**src/rtl/alu_nibble_seq.sv**
```systemverilog
// Wide ALU sequencer: runs 4*NIB-bit ops one nibble per cycle on a 4-bit ALU.
// Carry chains LSB-first; SUB chains through ADD with inverted B.
module alu_4b (
    input  logic [2:0] s,
    input  logic [3:0] a,
    input  logic [3:0] b,
    input  logic       cin,
    output logic [3:0] f,
    output logic       cout
);
    logic [4:0] sum;

    always_comb begin
        sum  = 5'd0;
        f    = 4'd0;
        cout = 1'b0;
        case (s)
            3'b000: f = a;
            3'b001: begin
                sum  = {1'b0, a} + {1'b0, b} + {4'd0, cin};
                f    = sum[3:0];
                cout = sum[4];
            end
            3'b010: begin
                // SUB always forces Cin=1, so it cannot take a chained carry
                sum  = {1'b0, a} + {1'b0, ~b} + 5'd1;
                f    = sum[3:0];
                cout = sum[4];
            end
            3'b011: f = a & b;
            3'b100: f = a | b;
            3'b101: f = a ^ b;
            3'b110: f = ~a;
            default: f = 4'd0;
        endcase
    end
endmodule

module alu_nibble_seq #(
    parameter int NIB = 2
) (
    input  logic             clk,
    input  logic             rst,
    input  logic             req_valid,
    output logic             req_ready,
    input  logic [2:0]       req_op,
    input  logic [4*NIB-1:0] req_a,
    input  logic [4*NIB-1:0] req_b,
    output logic             rsp_valid,
    input  logic             rsp_ready,
    output logic [4*NIB-1:0] rsp_f,
    output logic             rsp_cout,
    output logic             rsp_zero,
    output logic             rsp_illegal,
    output logic             busy
);
    localparam int W  = 4 * NIB;
    localparam int IW = (NIB > 1) ? $clog2(NIB) : 1;

    typedef enum logic [1:0] {
        IDLE = 2'd0,
        EXEC = 2'd1,
        DONE = 2'd2
    } state_t;

    state_t          state, state_nx;
    logic [2:0]      op_q;
    logic [W-1:0]    a_q, b_q;
    logic [IW-1:0]   idx;
    logic            carry;

    logic [3:0]      a_nib, b_nib, alu_b, alu_f;
    logic [2:0]      alu_s;
    logic            alu_cin, alu_cout;
    logic            is_arith, last;
    logic [W-1:0]    f_next;

    assign a_nib    = a_q[{idx, 2'b00} +: 4];
    assign b_nib    = b_q[{idx, 2'b00} +: 4];
    assign is_arith = (op_q == 3'b001) || (op_q == 3'b010);
    assign last     = (idx == IW'(NIB - 1));
    assign req_ready = (state == IDLE);
    assign busy      = (state != IDLE);

    always_comb begin
        alu_s   = op_q;
        alu_b   = b_nib;
        alu_cin = 1'b0;
        case (op_q)
            3'b001: alu_cin = (idx == '0) ? 1'b0 : carry;
            3'b010: begin
                if (idx != '0) begin
                    alu_s   = 3'b001;
                    alu_b   = ~b_nib;
                    alu_cin = carry;
                end
            end
            default: ;
        endcase
    end

    alu_4b u_alu (
        .s    (alu_s),
        .a    (a_nib),
        .b    (alu_b),
        .cin  (alu_cin),
        .f    (alu_f),
        .cout (alu_cout)
    );

    always_comb begin
        f_next = rsp_f;
        f_next[{idx, 2'b00} +: 4] = alu_f;
    end

    always_ff @(posedge clk or posedge rst) begin
        if (rst) state <= IDLE;
        else     state <= state_nx;
    end

    always_comb begin
        state_nx = state;
        case (state)
            IDLE:    if (req_valid) state_nx = EXEC;
            EXEC:    if (last) state_nx = DONE;
            DONE:    if (rsp_ready) state_nx = IDLE;
            default: state_nx = IDLE;
        endcase
    end

    always_ff @(posedge clk or posedge rst) begin
        if (rst) begin
            op_q        <= 3'd0;
            a_q         <= '0;
            b_q         <= '0;
            idx         <= '0;
            carry       <= 1'b0;
            rsp_valid   <= 1'b0;
            rsp_f       <= '0;
            rsp_cout    <= 1'b0;
            rsp_zero    <= 1'b0;
            rsp_illegal <= 1'b0;
        end else begin
            case (state)
                IDLE: begin
                    if (req_valid) begin
                        op_q  <= req_op;
                        a_q   <= req_a;
                        b_q   <= req_b;
                        idx   <= '0;
                        carry <= 1'b0;
                        rsp_f <= '0;
                    end
                end
                EXEC: begin
                    rsp_f <= f_next;
                    carry <= is_arith ? alu_cout : 1'b0;
                    idx   <= idx + 1'b1;
                    if (last) begin
                        rsp_cout    <= is_arith ? alu_cout : 1'b0;
                        rsp_zero    <= (f_next == '0);
                        rsp_illegal <= (op_q == 3'b111);
                        rsp_valid   <= 1'b1;
                    end
                end
                DONE: if (rsp_ready) rsp_valid <= 1'b0;
                default: ;
            endcase
        end
    end
endmodule
```
**config.mk**
```make
export PLATFORM = sky130hd
export DESIGN_NAME = alu_nibble_seq
export DESIGN_NICKNAME = d
export VERILOG_FILES = /design/src/rtl/alu_nibble_seq.sv
export SDC_FILE = /design/constraint.sdc
export NUM_CORES = 1
export LEC_CHECK = 0
export CORE_ASPECT_RATIO = 1.2
export CORE_MARGIN = 4
export CORE_UTILIZATION = 40
export CTS_CLUSTER_DIAMETER = 60
export DETAILED_ROUTE_END_ITERATION = 7
export PLACE_DENSITY = 0.66
export SETUP_SLACK_MARGIN = 0.5
export SYNTH_ARGS = -nofsm -noshare
export SYNTH_HDL_FRONTEND = slang
export SYNTH_SLANG_ARGS = --single-unit
```
**constraint.sdc**
```tcl
create_clock -name clk -period 3.3 [get_ports clk]
set_input_delay 0.66 -clock clk [delete_from_list [all_inputs] [get_ports clk]]
set_output_delay 0.66 -clock clk [all_outputs]
set_load 0.005 [all_outputs]
```
==> results of run 1 <==
==> worst register-to-register path, cell delays in order, from the launching register on <==
cell     delay, ps
dfrtp_2        440
nor3b_4        310
xnor2_2        100
a21oi_2        180
inv_2           70
fa_2           350
fa_2           530
inv_1           40
a221o_1        310
mux2_4         280
o41ai_2        200
==> layout make-up <==
type,count,share of cell area [%]
tap,60,2.66
clock buffer,5,2.44
timing repair buffer,55,17.9
multi-input combinational,146,43.0
inverter,18,2.39
clock inverter,3,0.532
sequential,35,31.1
==> through the flow <==
step / hold WS, ps / std cells / setup slack, ps
after floorplan: 473 / 208 / 423
after detailed placement: 475 / 304 / 104
after global routing: 513 / 322 / 271
after CTS: 493 / 317 / 415
final: 485 / 322 / 395
after global placement: 461 / 304 / 229
==> routing by layer <==
layer	share of wire [%]	wire length, um
met2	50	2410
met1	43	2070
met3	3.6	170
met5	0	0
met4	2.8	132
==> flip-flops by register name (all words and copies together), names as in the netlist, 2 cells and up <==
signal / flops
a_q: 8
b_q: 8
op_q: 3
rsp_f: 8
state: 2
==> what timing repair did <==
item,in CTS,in global routing
buffers inserted,5,5
cloned,0,0
pin swaps,5,7
setup endpoints to repair,7,5
hold endpoints to repair,0,0
gates resized for setup,6,8
==> path summary, 6_finish.rpt <==
path / startpoint / end / slack, ps / cells after the start
setup / recovery: op_q[0] / rsp_zero / 400 / 10
hold / removal: rsp_cout / rsp_cout / 480 / 2
setup reg to reg: op_q[0] / rsp_zero / 400 / 10
hold reg to reg: rsp_cout / rsp_cout / 480 / 2
max in group asynchronous: rst / op_q[1] / 1840 / 3
min in group asynchronous: rst / a_q[7] / 760 / 2
==> synthesized netlist by cell type, drive strengths merged (2+ instances only) <==
library cell	number	area, um^2
dfrtp	35	876
mux2	20	225
inv	18	67.6
nand2	16	60.1
a21oi	13	65.1
ha	12	150
nor2	12	45.0
o21ai	11	55.1
mux2i	8	80.1
nand2b	8	50.1
clkbuf	7	27.5
xnor2	5	43.8
a22o	4	35.0
nand3	4	20.0
and2	3	18.8
fa	3	60.1
nor2b	3	18.8
xor2	3	26.3
a221o	2	20.0
a22oi	2	15.0
buf	2	10.0
o21bai	2	15.0
o221ai	2	17.5
==> power breakdown <==
group / switching (mW) / internal, mW
clock network: 0.159 / 0.144
logic: 1.18 / 1.16
registers: 0.137 / 0.626
total: 1.47 / 1.93
==> logic make-up (layout without fill, tap and decap cells) <==
family | after synthesis | after routing
adders and majority gates | 15 | 15
and+or+nand+nor | 52 | 52
buffers and inverters | 27 | 81
AOI/OAI and AO/OA | 43 | 43
DFF | 35 | 35
muxes | 28 | 28
xor gates and xnor gates | 8 | 8
==> metrics.md, run 1 <==
| Metric | Value |
|---|---|
| Outcome | finished clean |
| Final Util | 56.0% |
| Final RePlAce weighted congestion | 0.946 |
| DR pass1 iterations | 4 |
| Initial core utilization | 42.0% |
| Clk_lat worst skew | around 290 ps |
| Cell family with most CP delay | adder cells |
| Net Count, Synth | 246 |
| CP startpoint kind | flip-flop |
| Largest net degree at the start of global routing | 26 |
| Total area of sequential cells | 877 um^2 |
| Nets | 299 |
| PortBufs | 36 |
| Power Density | 1210 nW/um^2 |
| Initial antenna violation count | 0 |
| Worst Path Max Fanout | 4 |
| WS Path Type | flip-flop to flip-flop |
| Core box area | just over 5000 um^2 |
| CTS clk-pin slew, worst paths | 80 ps |
| Antenna Nets Post-Route | 0 |
| Ys flop type | dfrtp_1 |
| Largest stage delay, worst path | 530 ps |
| Global-route wire length before repair | 7880 um |
| CTS Root Cell | clkbuf_8 |
| Hold Crit Class | flip-flop to flip-flop |
| Detailed-route vias per instance | 5.31 |
| Die width | 74.4 um |
| Clk sinks | 35 |
| Design area | about 2800 um^2 |
| Compound-cell area share of the yosys netlist | 13.8% |
| Num ports | 37 |
| Total die area | 6530 um^2 |
| Largest family of logic cells by synthesized area | multiplexers |
| Worst-margin pin slew | 663 ps |
| Total Neg Setup Slack | 0 ps |
| Detailed Route WL | between 4000 and 5000 um |
| Layout area overhead | 33.3% |
| CP max stage cell | fa_2 |
| Synth Warn # | 0 |
| HPWL after detailed placement | 3500 um |
| Adder-cell share of the synthesized area | under 10% |
| Synth cell types | 38 |
| Simple logic cell fraction of the synthesized area | approximately an eighth |
| Longest Clk Path Bufs | 2 |
| Top Usage Layer GRT | met2 |
| H-tree Lvls | 2 |
| RSZ-0062 raised after global routing | yes |
| Most frequent cells in the layout | clkdlybuf4s50_1, dfrtp_1, mux2_2, buf_4 |
| Fill cells | roughly 450 |
| Number of flops mapped to enable cells by yosys | 0 |
| Final Skew | 8.49 ps |
| Leakage | between 1 and 1.5 nW |
| Gate count of the mapped netlist | 208 |
| Area after DPL | between 2000 and 3000 um^2 |
| Relative slew slack | 55.7% |
| Synth Register Bits | 35 |
| Data required time of the worst path | 3490 ps |
| Maxcap violations | 0 |
| Final hold vios | 0 |
| Aggregate global-route resource usage | 16.1% |
| DR WL/cell | 14.9 um |
| Initial DRC count | 79 |
| DRC viols | 0 |
| Met1 Use GR | 19.8% |
| Ant diodes | 0 |
| Final Max Tran Viols | 0 |
| Multi-input logic area | 1210 um^2 |
| Final setup vio count | 0 |
| GR Overflow Total | 0 |
| Met3 Usage GRT | 3.33% |
| VDD IR max | between 400 and 500 uV |
| CP Data Arrival Time | approximately 3100 ps |
| Period utilization | 88.0% |
| Critical Path, Cell by Cell | nor3b_4 -> xnor2_2 -> a21oi_2 -> inv_2 -> fa_2 -> fa_2 -> inv_1 -> a221o_1 -> mux2_4 -> o41ai_2 |
| Vias in the first global route | 1654 |
| Crit path time final | 2900 ps |
| Power, Total | 3.40 mW |
| M2 GR Usage | 25.7% |
| Highest clock rate | 344 MHz |
| Avg Inst Size Synth | 10.2 um^2 |
| Via Count | 1711 |
| Sequential share of the synthesized area | approximately 41% |
| Mapped Area | 2120 um^2 |
| Most common cell after layout, fill and taps aside | clkdlybuf4s50_1 |
| Worst Path Buf+Inv | 2 |
| Post-CTS Hold Fix Bufs | 0 |
| Die height | 87.7 um |
| CTS Buf Count | 5 |
| CTS tree | built |
| Synth async-reset ratio | 100% |
| Share of post-route cells with drive strength above 1 | 23.7% |
| Post-Synth XOR/XNOR Area | under 10% |
| Crit end category | flip-flop |
| Mux contribution to synthesized area | 14.4% |
| Row Count | 28 |
| Cell mode on critical path | fa_2 |
Power figures use the tool's default switching activity.
==> inputs of run 2 (changes only) <==
--- a/config.mk
+++ b/config.mk
@@ -10,6 +10,7 @@
 export CORE_UTILIZATION = 40
 export CTS_CLUSTER_DIAMETER = 60
 export DETAILED_ROUTE_END_ITERATION = 7
+export HOLD_SLACK_MARGIN = 0.03
 export PLACE_DENSITY = 0.66
 export SETUP_SLACK_MARGIN = 0.5
 export SYNTH_ARGS = -nofsm -noshare
==> results of run 2 <==
The final DEF is identical to that of run 1; final timing and power are the same.
==> inputs of run 3 (changes only) <==
--- a/config.mk
+++ b/config.mk
@@ -6,7 +6,7 @@
 export NUM_CORES = 1
 export LEC_CHECK = 0
 export CORE_ASPECT_RATIO = 1.2
-export CORE_MARGIN = 4
+export CORE_MARGIN = 2
 export CORE_UTILIZATION = 40
 export CTS_CLUSTER_DIAMETER = 60
 export DETAILED_ROUTE_END_ITERATION = 7
==> run 3 against run 2 <==
Against the previous run:
- power is 8.1% higher
- global-route usage is 1.7 points higher
- sequential share of layout area decreased by 0.77 points
- sequential cell count is the same
- sequential power hardly changed
- highest routed layer unchanged
==> metrics.md, run 3 (synthesis results as in run 1) <==
| Metric | Value |
|---|---|
| Outcome | finished clean (unchanged) |
| Largest regs | a_q (8), b_q (8), rsp_f (8) (unchanged) |
| Crit path time final | 2960 ps (was 2900 ps) |
| VDD IR max | 489 uV (was 433 uV) |
| Final Util | 55.8% (was 56.0%) |
| Row Count | 29 (was 28) |
| Detailed Route WL | 4960 um (was 4790 um) |
| GR Overflow Total | 0 (unchanged) |
| Global-route wire length before repair | 8290 um (was 7880 um) |
| CTS Root Cell | clkbuf_8 (unchanged) |
| Hold Crit Depth | 2 (unchanged) |
| Largest net degree at the start of global routing | 36 (was 26) |
| Leakage | 1.29 nW (was 1.25 nW) |
| Relative slew slack | 62.1% (was 55.7%) |
| CTS tree | built (unchanged) |
| RSZ-0062 raised after global routing | yes (unchanged) |
| CP startpoint kind | flip-flop (unchanged) |
| Longest Clk Path Bufs | 2 (unchanged) |
| Die width | 70.4 um (was 74.4 um) |
| Die height | 83.7 um (was 87.7 um) |
| Final RePlAce weighted congestion | 0.869 (was 0.946) |
| Post-CTS Hold Fix Bufs | 0 (unchanged) |
| Via Count | 1755 (was 1711) |
| Final Max Tran Viols | 0 (unchanged) |
| Final hold vios | 0 (unchanged) |
| Worst Path Max Fanout | 3 (was 4) |
| R2r setup slk | 340 ps (was 400 ps) |
| WS Path Type | flip-flop to flip-flop (unchanged) |
| Most common cell after layout, fill and taps aside | clkdlybuf4s50_1 (unchanged) |
| Reg-to-Reg Start | op_q[0] (unchanged) |
| Crit end category | flip-flop (unchanged) |
| Num ports | 37 (unchanged) |
| Clk sinks | 35 (unchanged) |
| Total Neg Setup Slack | 0 ps (unchanged) |
| Final Skew | 11.5 ps (was 8.49 ps) |
| DRC viols | 0 (unchanged) |
| Core box area | 5190 um^2 (was 5040 um^2) |
| Highest clock rate | 338 MHz (was 344 MHz) |
| Worst Slack Setup Final | 344 ps (was 395 ps) |
| Initial core utilization | 40.8% (was 42.0%) |
| DR pass1 iterations | 4 (unchanged) |
| CTS Buf Count | 5 (unchanged) |
| DR WL/cell | 15.1 um (was 14.9 um) |
| Power Density | 1270 nW/um^2 (was 1210 nW/um^2) |
| Design area | 2900 um^2 (was 2820 um^2) |
| Period utilization | 89.6% (was 88.0%) |
| Hold_sp | rsp_cout (unchanged) |
| PortBufs | 36 (unchanged) |
| Min Hold Slack | 484 ps (was 485 ps) |
| CTS clk-pin slew, worst paths | 80 ps (about the same) |
| Clk_lat worst skew | 300 ps (was 290 ps) |
| H-tree Lvls | 2 (unchanged) |
| Worst reg-to-reg path cell count | 10 (unchanged) |
| Most frequent cells in the layout | clkdlybuf4s50_1, dfrtp_1, buf_4, mux2_2 (was clkdlybuf4s50_1, dfrtp_1, mux2_2, buf_4) |
| Detailed-route vias per instance | 5.35 (was 5.31) |
| Layout area overhead | 36.7% (was 33.3%) |
| Area after DPL | 2600 um^2 (about the same) |
| Vias in the first global route | 1862 (was 1654) |
| Final setup vio count | 0 (unchanged) |
| Share of post-route cells with drive strength above 1 | 24.8% (was 23.7%) |
| Hold Crit Class | flip-flop to flip-flop (unchanged) |
| Antenna Nets Post-Route | 0 (unchanged) |
| DP Worst Slack | 140 ps (was 104 ps) |
| Maxcap violations | 0 (unchanged) |
| Worst hold endpoint | rsp_cout (unchanged) |
| HPWL after detailed placement | 3480 um (was 3500 um) |
| Worst r2r dst | rsp_zero (unchanged) |
| Nets | 303 (was 299) |
| Data required time of the worst path | 3500 ps (was 3490 ps) |
| Aggregate global-route resource usage | 17.8% (was 16.1%) |
| Total die area | 5900 um^2 (was 6530 um^2) |
| Ant diodes | 0 (unchanged) |
| Initial antenna violation count | 0 (unchanged) |
| CP Data Arrival Time | 3160 ps (was 3100 ps) |
| Worst-margin pin slew | 553 ps (was 663 ps) |
| Initial DRC count | 130 (was 79) |
## run 3: how the worst max path moves through the flow
stage	start	endpoint	slack (ps)	cells after the start
final	op_q[0]	rsp_zero	340	10
after global routing	op_q[0]	rsp_zero	230	10
after CTS	op_q[1]	rsp_zero	370	10
after detailed placement	op_q[0]	rsp_zero	140	11
after global placement	op_q[0]	rsp_zero	270	11
after floorplan	op_q[2]	rsp_zero	420	12
## run 3: power by group
group / internal [mW] / switching (mW) / leakage [nW]
clock network: 0.301 / 0.169 / 0.0644
logic: 1.21 / 1.24 / 0.793
registers: 0.626 / 0.134 / 0.430
## run 3: cell type report
cell class | count | area (um^2)
fillers | 469 | 2290
multi-input cells | 146 | 1200
flip-flops and latches | 35 | 877
repair buffers | 59 | 537
well taps | 62 | 77.6
clock buffers | 5 | 68.8
clock inverters | 3 | 67.6
inverters | 18 | 67.6
## run 3: through the flow
stage	instances	power (mW)
2_1_floorplan	208	2.25
3_3_place_gp	306	2.83
3_5_place_dp	306	2.86
4_1_cts	323	3.52
5_1_grt	328	3.96
6_report	328	3.68
## run 3: per-layer routing
metal | vias up | wire length [um] | part of all wire [%] | global-route usage, %
li1 | 836 | - | - | -
met1 | 855 | 2020 | 41 | 20.1
met2 | 47 | 2570 | 52 | 30.4
met3 | 17 | 212 | 4.3 | 3.50
met4 | 0 | 161 | 3.2 | 11.0
met5 | - | 0 | 0 | 0
## run 3: timing repair
action,in CTS,in global routing
setup endpoints to repair,7,9
resized for setup,9,7
pin swaps,7,3
buffers inserted,9,5
## run 3: worst max-delay path, cell delays in order, from the launching register on
cell,delay [ps]
dfrtp_2,440
buf_4,150
nand3b_1,190
a21oi_2,220
nand3_1,130
fa_2,380
fa_2,520
inv_1,40
a221o_1,310
mux2_4,280
o41ai_2,200
